--- src/rtl/serial_add_ctrl.sv ---
// serial_add_ctrl: bit-serial adder controller that time-shares one external
// combinational full adder, one bit per clock, LSB first.
//
//   state  | meaning
//   -------+----------------------------------------------------------------
//   S_IDLE | waiting for operands; in_ready high, adder inputs held at 0
//   S_RUN  | one bit per cycle through the shared adder, WIDTH cycles total
//   S_DONE | result presented with out_valid high until out_ready
//
// The carry between bits lives in r_carry. The carry into the MSB is latched
// in r_msb_cin on the last RUN cycle so signed overflow is one XOR in DONE.
// Result outputs are forced to 0 outside DONE, so a partial sum is never
// visible and an asynchronous reset clears every output at once.
module serial_add_ctrl #(
   parameter int WIDTH = 16
) (
   input  logic             clk,
   input  logic             rst_n,
   input  logic             in_valid,
   output logic             in_ready,
   input  logic [WIDTH-1:0] a,
   input  logic [WIDTH-1:0] b,
   input  logic             cin,
   output logic             out_valid,
   input  logic             out_ready,
   output logic [WIDTH-1:0] sum,
   output logic             cout,
   output logic             ovf,
   output logic             fa_a,
   output logic             fa_b,
   output logic             fa_cin,
   input  logic             fa_r,
   input  logic             fa_cout
);

   localparam int                CNT_W    = $clog2(WIDTH);
   localparam logic [CNT_W-1:0]  CNT_LAST = CNT_W'(WIDTH - 1);

   typedef enum logic [1:0] {
      S_IDLE = 2'd0,
      S_RUN  = 2'd1,
      S_DONE = 2'd2
   } state_t;

   state_t             r_state;
   state_t             w_state_nxt;
   logic               w_accept;
   logic               w_last;

   logic [WIDTH-1:0]   r_a_sh;
   logic [WIDTH-1:0]   r_b_sh;
   logic [WIDTH-1:0]   r_sum_sh;
   logic               r_carry;
   logic               r_msb_cin;
   logic [CNT_W-1:0]   r_cnt;

   // State register.
   always_ff @(posedge clk or negedge rst_n) begin
      if (!rst_n) begin
         r_state <= S_IDLE;
      end else begin
         r_state <= w_state_nxt;
      end
   end

   // Next-state decode plus all handshake, adder-drive and result outputs.
   always_comb begin
      w_state_nxt = r_state;
      w_accept    = 1'b0;
      w_last      = 1'b0;
      in_ready    = 1'b0;
      out_valid   = 1'b0;
      sum         = '0;
      cout        = 1'b0;
      ovf         = 1'b0;
      fa_a        = 1'b0;
      fa_b        = 1'b0;
      fa_cin      = 1'b0;
      case (r_state)
         S_IDLE: begin
            in_ready = 1'b1;
            if (in_valid) begin
               w_accept    = 1'b1;
               w_state_nxt = S_RUN;
            end
         end
         S_RUN: begin
            fa_a   = r_a_sh[0];
            fa_b   = r_b_sh[0];
            fa_cin = r_carry;
            if (r_cnt == CNT_LAST) begin
               w_last      = 1'b1;
               w_state_nxt = S_DONE;
            end
         end
         S_DONE: begin
            out_valid = 1'b1;
            sum       = r_sum_sh;
            cout      = r_carry;
            ovf       = r_msb_cin ^ r_carry;
            if (out_ready) begin
               w_state_nxt = S_IDLE;
            end
         end
         default: begin
            w_state_nxt = S_IDLE;
         end
      endcase
   end

   // Operand load on accept, then one shift/accumulate step per RUN cycle.
   always_ff @(posedge clk or negedge rst_n) begin
      if (!rst_n) begin
         r_a_sh    <= '0;
         r_b_sh    <= '0;
         r_sum_sh  <= '0;
         r_carry   <= 1'b0;
         r_msb_cin <= 1'b0;
         r_cnt     <= '0;
      end else if (w_accept) begin
         r_a_sh  <= a;
         r_b_sh  <= b;
         r_carry <= cin;
         r_cnt   <= '0;
      end else if (r_state == S_RUN) begin
         r_sum_sh <= {fa_r, r_sum_sh[WIDTH-1:1]};
         r_carry  <= fa_cout;
         r_a_sh   <= {1'b0, r_a_sh[WIDTH-1:1]};
         r_b_sh   <= {1'b0, r_b_sh[WIDTH-1:1]};
         r_cnt    <= r_cnt + CNT_W'(1);
         if (w_last) begin
            r_msb_cin <= r_carry;
         end
      end
   end

endmodule
--- config.mk ---
export PLATFORM = sky130hd
export DESIGN_NAME = serial_add_ctrl
export DESIGN_NICKNAME = d
export VERILOG_FILES = /design/src/rtl/serial_add_ctrl.sv
export SDC_FILE = /design/constraint.sdc
export NUM_CORES = 1
export LEC_CHECK = 0
export CAP_MARGIN = 15
export CORE_ASPECT_RATIO = 0.5
export CORE_MARGIN = 3
export CORE_UTILIZATION = 50
export CTS_BUF_LIST = sky130_fd_sc_hd__clkbuf_8
export DETAILED_ROUTE_END_ITERATION = 7
export HOLD_SLACK_MARGIN = 0.02
export PLACE_DENSITY = 0.81
export SKIP_LAST_GASP = 1
export SYNTH_ARGS = -nofsm -noshare
export SYNTH_HDL_FRONTEND = slang
export SYNTH_SLANG_ARGS = --single-unit
--- constraint.sdc ---
create_clock -name clk -period 1.7 [get_ports clk]
set_input_delay 0.255 -clock clk [delete_from_list [all_inputs] [get_ports clk]]
set_output_delay 0.255 -clock clk [all_outputs]
set_load 0.01 [all_outputs]
==> results of run 1 <==
[stage by stage]
stage,utilization [%],worst slack (ps),area (um2)
CTS,72.5,-83.0,3300
floorplan,-,272,2450
global route,71.5,-11.2,3250
detailed placement,70.1,-3.47,3190
global placement,70.1,27.1,3190
finish,71.5,45.7,3250
[report_power, final]
part           leakage [uW]  internal [uW]  switching [uW]
Clock             0.0000541            437             453
Combinational      0.000911            798             919
Sequential         0.000717           1890             358
[layer usage]
| layer | vias to the layer above | GRT usage, % |
|---|---|---|
| li1 | 999 | - |
| met1 | 1004 | 25.0 |
| met2 | 40 | 33.5 |
| met3 | 7 | 3.85 |
| met4 | 0 | 6.73 |
| met5 | - | 0 |
[logic make-up (layout without fill, tap and decap cells)]
family,count (synthesis),after routing
AOI/OAI and AO/OA,41,41
muxes,1,1
buffers and inverters,18,86
xor gates and xnor gates,2,2
DFF,56,56
adders and majority gates,1,1
and+or+nand+nor,148,148
[Yosys cell counts, drive strengths merged (2+ instances only)]
| library cell | count |
|---|---|
| buf | 13 |
| and2 | 20 |
| a22oi | 31 |
| nand2b | 2 |
| dfrtp | 56 |
| nand3 | 2 |
| nor2 | 2 |
| o21bai | 2 |
| nor3b | 2 |
| nand2 | 118 |
| a21o | 2 |
| o21ai | 5 |
| clkbuf | 4 |
[area by class of cell]
cell class	count	area share (%)
repair buffers	77	20.3
clock inverters	3	1.31
inverters	1	0.115
flip-flops and latches	56	43.1
clock buffers	5	2.12
well taps	66	2.54
multi-input cells	193	30.5
[critical path, delay by kind of cell (launching register included)]
family | cells | cell delay [ps]
simple gates | 2 | 280
flops | 1 | 410
buf+inv | 2 | 400
[repair_timing]
action	CTS	global route
buffers inserted	2	1
hold buffers	1	0
setup endpoints to repair	23	15
pin swaps	0	0
endpoints found under the hold margin	56	0
resized for setup	64	18
gates cloned	0	0
[flip-flops by register name (all words and copies together), names as in the netlist]
| register | cells |
|---|---|
| r_b_sh | 16 |
| r_sum_sh | 16 |
| r_state | 2 |
| r_a_sh | 16 |
| r_carry | 1 |
| r_cnt | 4 |
| r_msb_cin | 1 |
[worst max path at each step]
stage | from | end | cells past startpoint
after global routing | r_state[0]$_DFFE_PN0P_ | fa_cin | 5
after global placement | r_state[0]$_DFFE_PN0P_ | cout | 5
after detailed placement | r_state[0]$_DFFE_PN0P_ | cout | 5
after CTS | r_state[1]$_DFFE_PN0P_ | cout | 5
after floorplan | r_state[0]$_DFFE_PN0P_ | sum[0] | 4
final | r_state[0]$_DFFE_PN0P_ | fa_b | 4
==> impl_metrics.env, run 1 <==
export IMPL_min_period_ps=1650
export IMPL_wl_mm=5.35
export IMPL_cts_sinks=56
export IMPL_worst_pin_slew_ps=301
export IMPL_grt_pass1_vias=1970
export IMPL_synthAdderAreaFrac_pct=0.511
export IMPL_post_drt_wl_per_cell_um=13.3
export IMPL_clockRootBuffer="clkbuf_8"
export IMPL_crit_fanout=4
export IMPL_synthSimpleGateAreaFrac_pct=25.5
export IMPL_synth_nets=307
export IMPL_synth_top_area_share_pct=57.2
export IMPL_path_clk_slew_ps=100
export IMPL_vias=2050
export IMPL_die_h_um=55.5
export IMPL_cts_buffers=5
export IMPL_drt_iter0_drc=165
export IMPL_placedCellCount=389
export IMPL_synth_seq_cells=56
export IMPL_globalplace_congestion=0.774
export IMPL_avgSynthCellArea_um2=9.18
export IMPL_seq_area_frac_synth_pct=57.2
export IMPL_met2_length_mm=2.68
export IMPL_fin_skew_ps=4.91
export IMPL_finalSetupTns_ps=0
export IMPL_worstSetupStartpointType="register"
export IMPL_antenna_found_initial=0
export IMPL_hold_viol=0
export IMPL_crit_type="register to output port"
export IMPL_syn2layout_area_growth_pct=32.8
export IMPL_grt_first_pass_wirelength_mm=9.30
export IMPL_first_pass_iters=6
export IMPL_diodes=0
export IMPL_drive_gt1_share_pct=14.9
export IMPL_ant_nets=0
export IMPL_final_nets=374
export IMPL_reg2reg_to="r_b_sh[0]$_DFFE_PN0P_"
export IMPL_synth_edff_count=0
export IMPL_reg2reg_from="r_state[0]$_DFFE_PN0P_"
export IMPL_rows=17
export IMPL_core_area_um2=4550
export IMPL_ir_drop_v=0.000667
export IMPL_routed_via_density=5.11
export IMPL_min_path_type="input pin to asynchronous set/reset pin"
export IMPL_synth_xor_area_share_pct=0.715
export IMPL_crit_chain="buf_6 -> nor2b_4 -> and2_1 -> dlygate4sd2_1"
export IMPL_post_route_drc_count=0
export IMPL_finalMaxSlewViolations=0
export IMPL_critPathArrivalTime_ps=1400
export IMPL_synthDistinctLibCells=21
export IMPL_async_flop_share_pct=100
export IMPL_status="finished clean"
export IMPL_synth_compound_area_share_pct=12.0
export IMPL_maxCapViolCount=0
export IMPL_wl_met1_mm=2.43
export IMPL_reg2reg_depth=7
export IMPL_slew_headroom_pct=79.9
export IMPL_finalCritPeriodShare_pct=97.3
export IMPL_syn_inst=267
export IMPL_fillers=364
export IMPL_clockBufferDepth=2
export IMPL_htreeDepth=2
export IMPL_mostFrequentLayoutCell="nand2_1"
export IMPL_top_layer_used="met4"
export IMPL_grt_start_max_net_pins=57
export IMPL_dieArea_um2=5830
export IMPL_synth_area_top_cells="dfrtp_1 (57%), nand2_1 (18%), a22oi_1 (9.5%)"
export IMPL_route_met3_wl_um=172
export IMPL_reg2reg_slack_ps=180
export IMPL_syn_area_um2=2450
export IMPL_cpMaxStageDelayCell="dfrtp_1"
export IMPL_setup_viol=0
export IMPL_cts_tree="yes"
export IMPL_synth_top_family_by_area="simple AND/OR/NAND/NOR gates"
export IMPL_final_cells=401
export IMPL_start_util_pct=53.8
export IMPL_regArea_um2=1400
export IMPL_fmax_ghz=0.605
export IMPL_powerDensity_nw_per_um2=1490
export IMPL_cp_end_kind="output port"
export IMPL_fp_dieW_um=105
export IMPL_worstPathRequired_ps=1440
export IMPL_power_total_uw=4860
export IMPL_insertion_delay_ps=310
export IMPL_synth_main_ff_cell="dfrtp_1"
export IMPL_overflow=0
export IMPL_whs_ps=471
export IMPL_portBuffers=61
export IMPL_synth_mux_area_share_pct=0.613
export IMPL_synth_area_leader_cell="dfrtp_1"
export IMPL_layout_common_cells="nand2_1 (118), dfrtp_1 (55), clkdlybuf4s50_1 (37)"
export IMPL_ys_warn_count=0
export IMPL_total_leakage_power_uw=0.00168
export IMPL_dp_hpwl_mm=3.50
export IMPL_critPathMaxStageDelay_ps=410
export IMPL_multi_input_area_um2=991
export IMPL_io_pins=62
export IMPL_grt_usage_pct=19.5
No activity file was read; power rests on OpenSTA's default activity.
==> inputs of run 2 (changes only) <==
CORE_UTILIZATION = 52   (was 50)
PLACE_DENSITY = 0.84   (was 0.81)
SLEW_MARGIN = 40   (was unset)
clock period = 2 ns   (was 1.7 ns; I/O delays follow)
==> run 2 against run 1 <==
Effect of this change: register-to-register slack gained 370 ps; sequential power shrank 15%; first-iteration DRC count shrank 42%; clock skew grew 2.5 ps; clock-buffer cell count is the same; non-clock buffer count shrank 2; via count grew 3.0%; flip-flop and latch count is the same; sequential share of layout area shrank 1.4 points; setup slack lost 6.2 ps; worst hold slack lost 100 ps; final area grew 3.4%; critical endpoint is now sum[11]; largest cell class unchanged; highest routed layer unchanged.
==> impl_metrics.env, run 2 (synthesis gave the netlist of run 1 again) <==
export IMPL_status="finished clean"
export IMPL_slew_headroom_pct=76.5
export IMPL_p_int_uw=2770
export IMPL_clockRootBuffer="clkbuf_8"
export IMPL_start_util_pct=58.3
export IMPL_worstSetupStartpointType="register"
export IMPL_fp_dieW_um=103
export IMPL_core_area_um2=4200
export IMPL_maxCapViolCount=0
export IMPL_swShare_pct=34.7
export IMPL_io_pins=62
export IMPL_dp_hpwl_mm=3.86
export IMPL_regArea_um2=1400
export IMPL_insertion_delay_ps=310
export IMPL_crit_buf_inv=2
export IMPL_finalMaxSlewViolations=0
export IMPL_post_drt_wl_per_cell_um=14.6
export IMPL_cts_tree="yes"
export IMPL_seq_power_share_pct=45.0
export IMPL_crit_fanout=5
export IMPL_post_route_drc_count=0
export IMPL_worstPathRequired_ps=1700
export IMPL_routed_via_density=5.44
export IMPL_globalplace_congestion=0.777
export IMPL_clkPwrFrac_pct=20.1
export IMPL_setup_slack_ps=39.6
export IMPL_placed_area_um2=3150
export IMPL_fillers=289
export IMPL_cts_sinks=56
export IMPL_grt_first_pass_wirelength_mm=9.39
export IMPL_mostFrequentLayoutCell="nand2_1"
export IMPL_layout_common_cells="nand2_1 (118), dfrtp_1 (56), clkdlybuf4s50_1 (42)"
export IMPL_min_period_ps=1960
export IMPL_critical_path_top_delay_family="buffers and inverters"
export IMPL_grt_usage_pct=22.1
export IMPL_grt_start_max_net_pins=39
export IMPL_critPathArrivalTime_ps=1660
export IMPL_hold_viol=0
export IMPL_cp_end_kind="output port"
export IMPL_dp_slack_ps=132
export IMPL_fin_skew_ps=7.42
export IMPL_vias=2112
export IMPL_overflow=0
export IMPL_crit_type="register to output port"
export IMPL_rsz0062_at_grt="true"
export IMPL_diodes=0
export IMPL_power_switching_uw=1470
export IMPL_antenna_found_initial=0
export IMPL_drt_iter0_drc=96
export IMPL_portBuffers=61
export IMPL_path_clk_slew_ps=100
export IMPL_final_nets=374
export IMPL_grt_pass1_vias=2076
export IMPL_dieArea_um2=5620
export IMPL_ir_drop_v=0.000667
export IMPL_critPathMaxStageDelay_ps=530
export IMPL_clockBufferDepth=2
export IMPL_multi_input_area_um2=988
export IMPL_finalSetupTns_ps=0
export IMPL_cts_buffers=5
export IMPL_finalCritPeriodShare_pct=98.0
export IMPL_powerDensity_nw_per_um2=1260
export IMPL_crit_chain="nand2b_4 -> clkinvlp_4 -> and2_1 -> clkdlybuf4s50_1"
export IMPL_rows=16
export IMPL_ant_nets=0
export IMPL_worst_pin_slew_ps=352
export IMPL_setup_viol=0
export IMPL_first_pass_iters=4
export IMPL_htreeDepth=2
export IMPL_die_h_um=54.5
export IMPL_power_total_uw=4240
export IMPL_drive_gt1_share_pct=8.68
export IMPL_post_route_cell_area_um2=3360
export IMPL_pwr_share_comb_pct=34.9
export IMPL_total_leakage_power_uw=0.00190
export IMPL_syn2layout_area_growth_pct=37.3
export IMPL_min_path_type="input pin to asynchronous set/reset pin"
export IMPL_reg_largest_list="r_a_sh x16, r_b_sh x16, r_sum_sh x16"
export IMPL_cpMaxStageDelayCell="clkdlybuf4s50_1"
export IMPL_wl_mm=5.68
export IMPL_fmax_ghz=0.510
==> run 2: cell count changes in the layout (fill, tap and decap cells not counted), sizes merged <==
cell           change
buf               -19
clkbuf             -1
clkdlybuf4s15      -1
clkdlybuf4s50      +5
clkinvlp           +1
clkinv             -1
bufinv             +1
dlymetal6s2s      +14
==> run 2: routing by layer <==
layer / share of wire [%] / GRT usage (%)
met3: 4.3 / 3.56
met4: 1.3 / 6.45
met5: 0 / 0
met1: 44 / 28.4
met2: 51 / 39.6
==> run 2: through the flow <==
| stage | hold slack (ps) | util, % | cells |
|---|---|---|---|
| finish | 367 | 80.0 | 388 |
| global route | 404 | 80.0 | 388 |
| CTS | 376 | 79.1 | 388 |
| detailed placement | 167 | 75.0 | 376 |
| global placement | 168 | 75.0 | 376 |
| floorplan | 4.41 | - | 267 |
==> run 2: final timing paths <==
kind	start	end	slack (ps)	cells past startpoint
max reg2reg	r_state[0]$_DFFE_PN0P_	r_a_sh[11]$_DFFE_PN0P_	550	6
min in group clk	r_a_sh[9]$_DFFE_PN0P_	r_a_sh[9]$_DFFE_PN0P_	490	2
max in group asynchronous	rst_n	r_cnt[0]$_DFFE_PN0P_	1020	3
min	rst_n	r_a_sh[6]$_DFFE_PN0P_	370	2
min reg2reg	r_a_sh[9]$_DFFE_PN0P_	r_a_sh[9]$_DFFE_PN0P_	490	2
max	r_state[0]$_DFFE_PN0P_	sum[11]	40	4
==> run 2: power by group through the flow <==
| stage | Combinational (uW) | Clock, uW | Sequential (uW) |
|---|---|---|---|
| floorplan | 997 | 0 | 1840 |
| global placement | 1380 | 0 | 1890 |
| detailed placement | 1460 | 0 | 1920 |
| CTS | 1490 | 855 | 1900 |
| global route | 1670 | 901 | 1970 |
| finish | 1480 | 852 | 1910 |
==> run 2: timing repair <==
action                     CTS  global route
resized for setup            8            15
hold buffers                 1             0
setup endpoints to repair   21            17
hold endpoints to repair     9             0
gates cloned                 2             0
buffers inserted             2             0
==> run 2: area by class of cell <==
cell class / count / area share, %
clock inverters: 2 / 1.79
repair inverters: 2 / 0.446
multi-input cells: 193 / 29.4
clock buffers: 5 / 2.05
flip-flops and latches: 56 / 41.7
inverters: 1 / 0.186
well taps: 54 / 2.01
repair buffers: 75 / 22.5
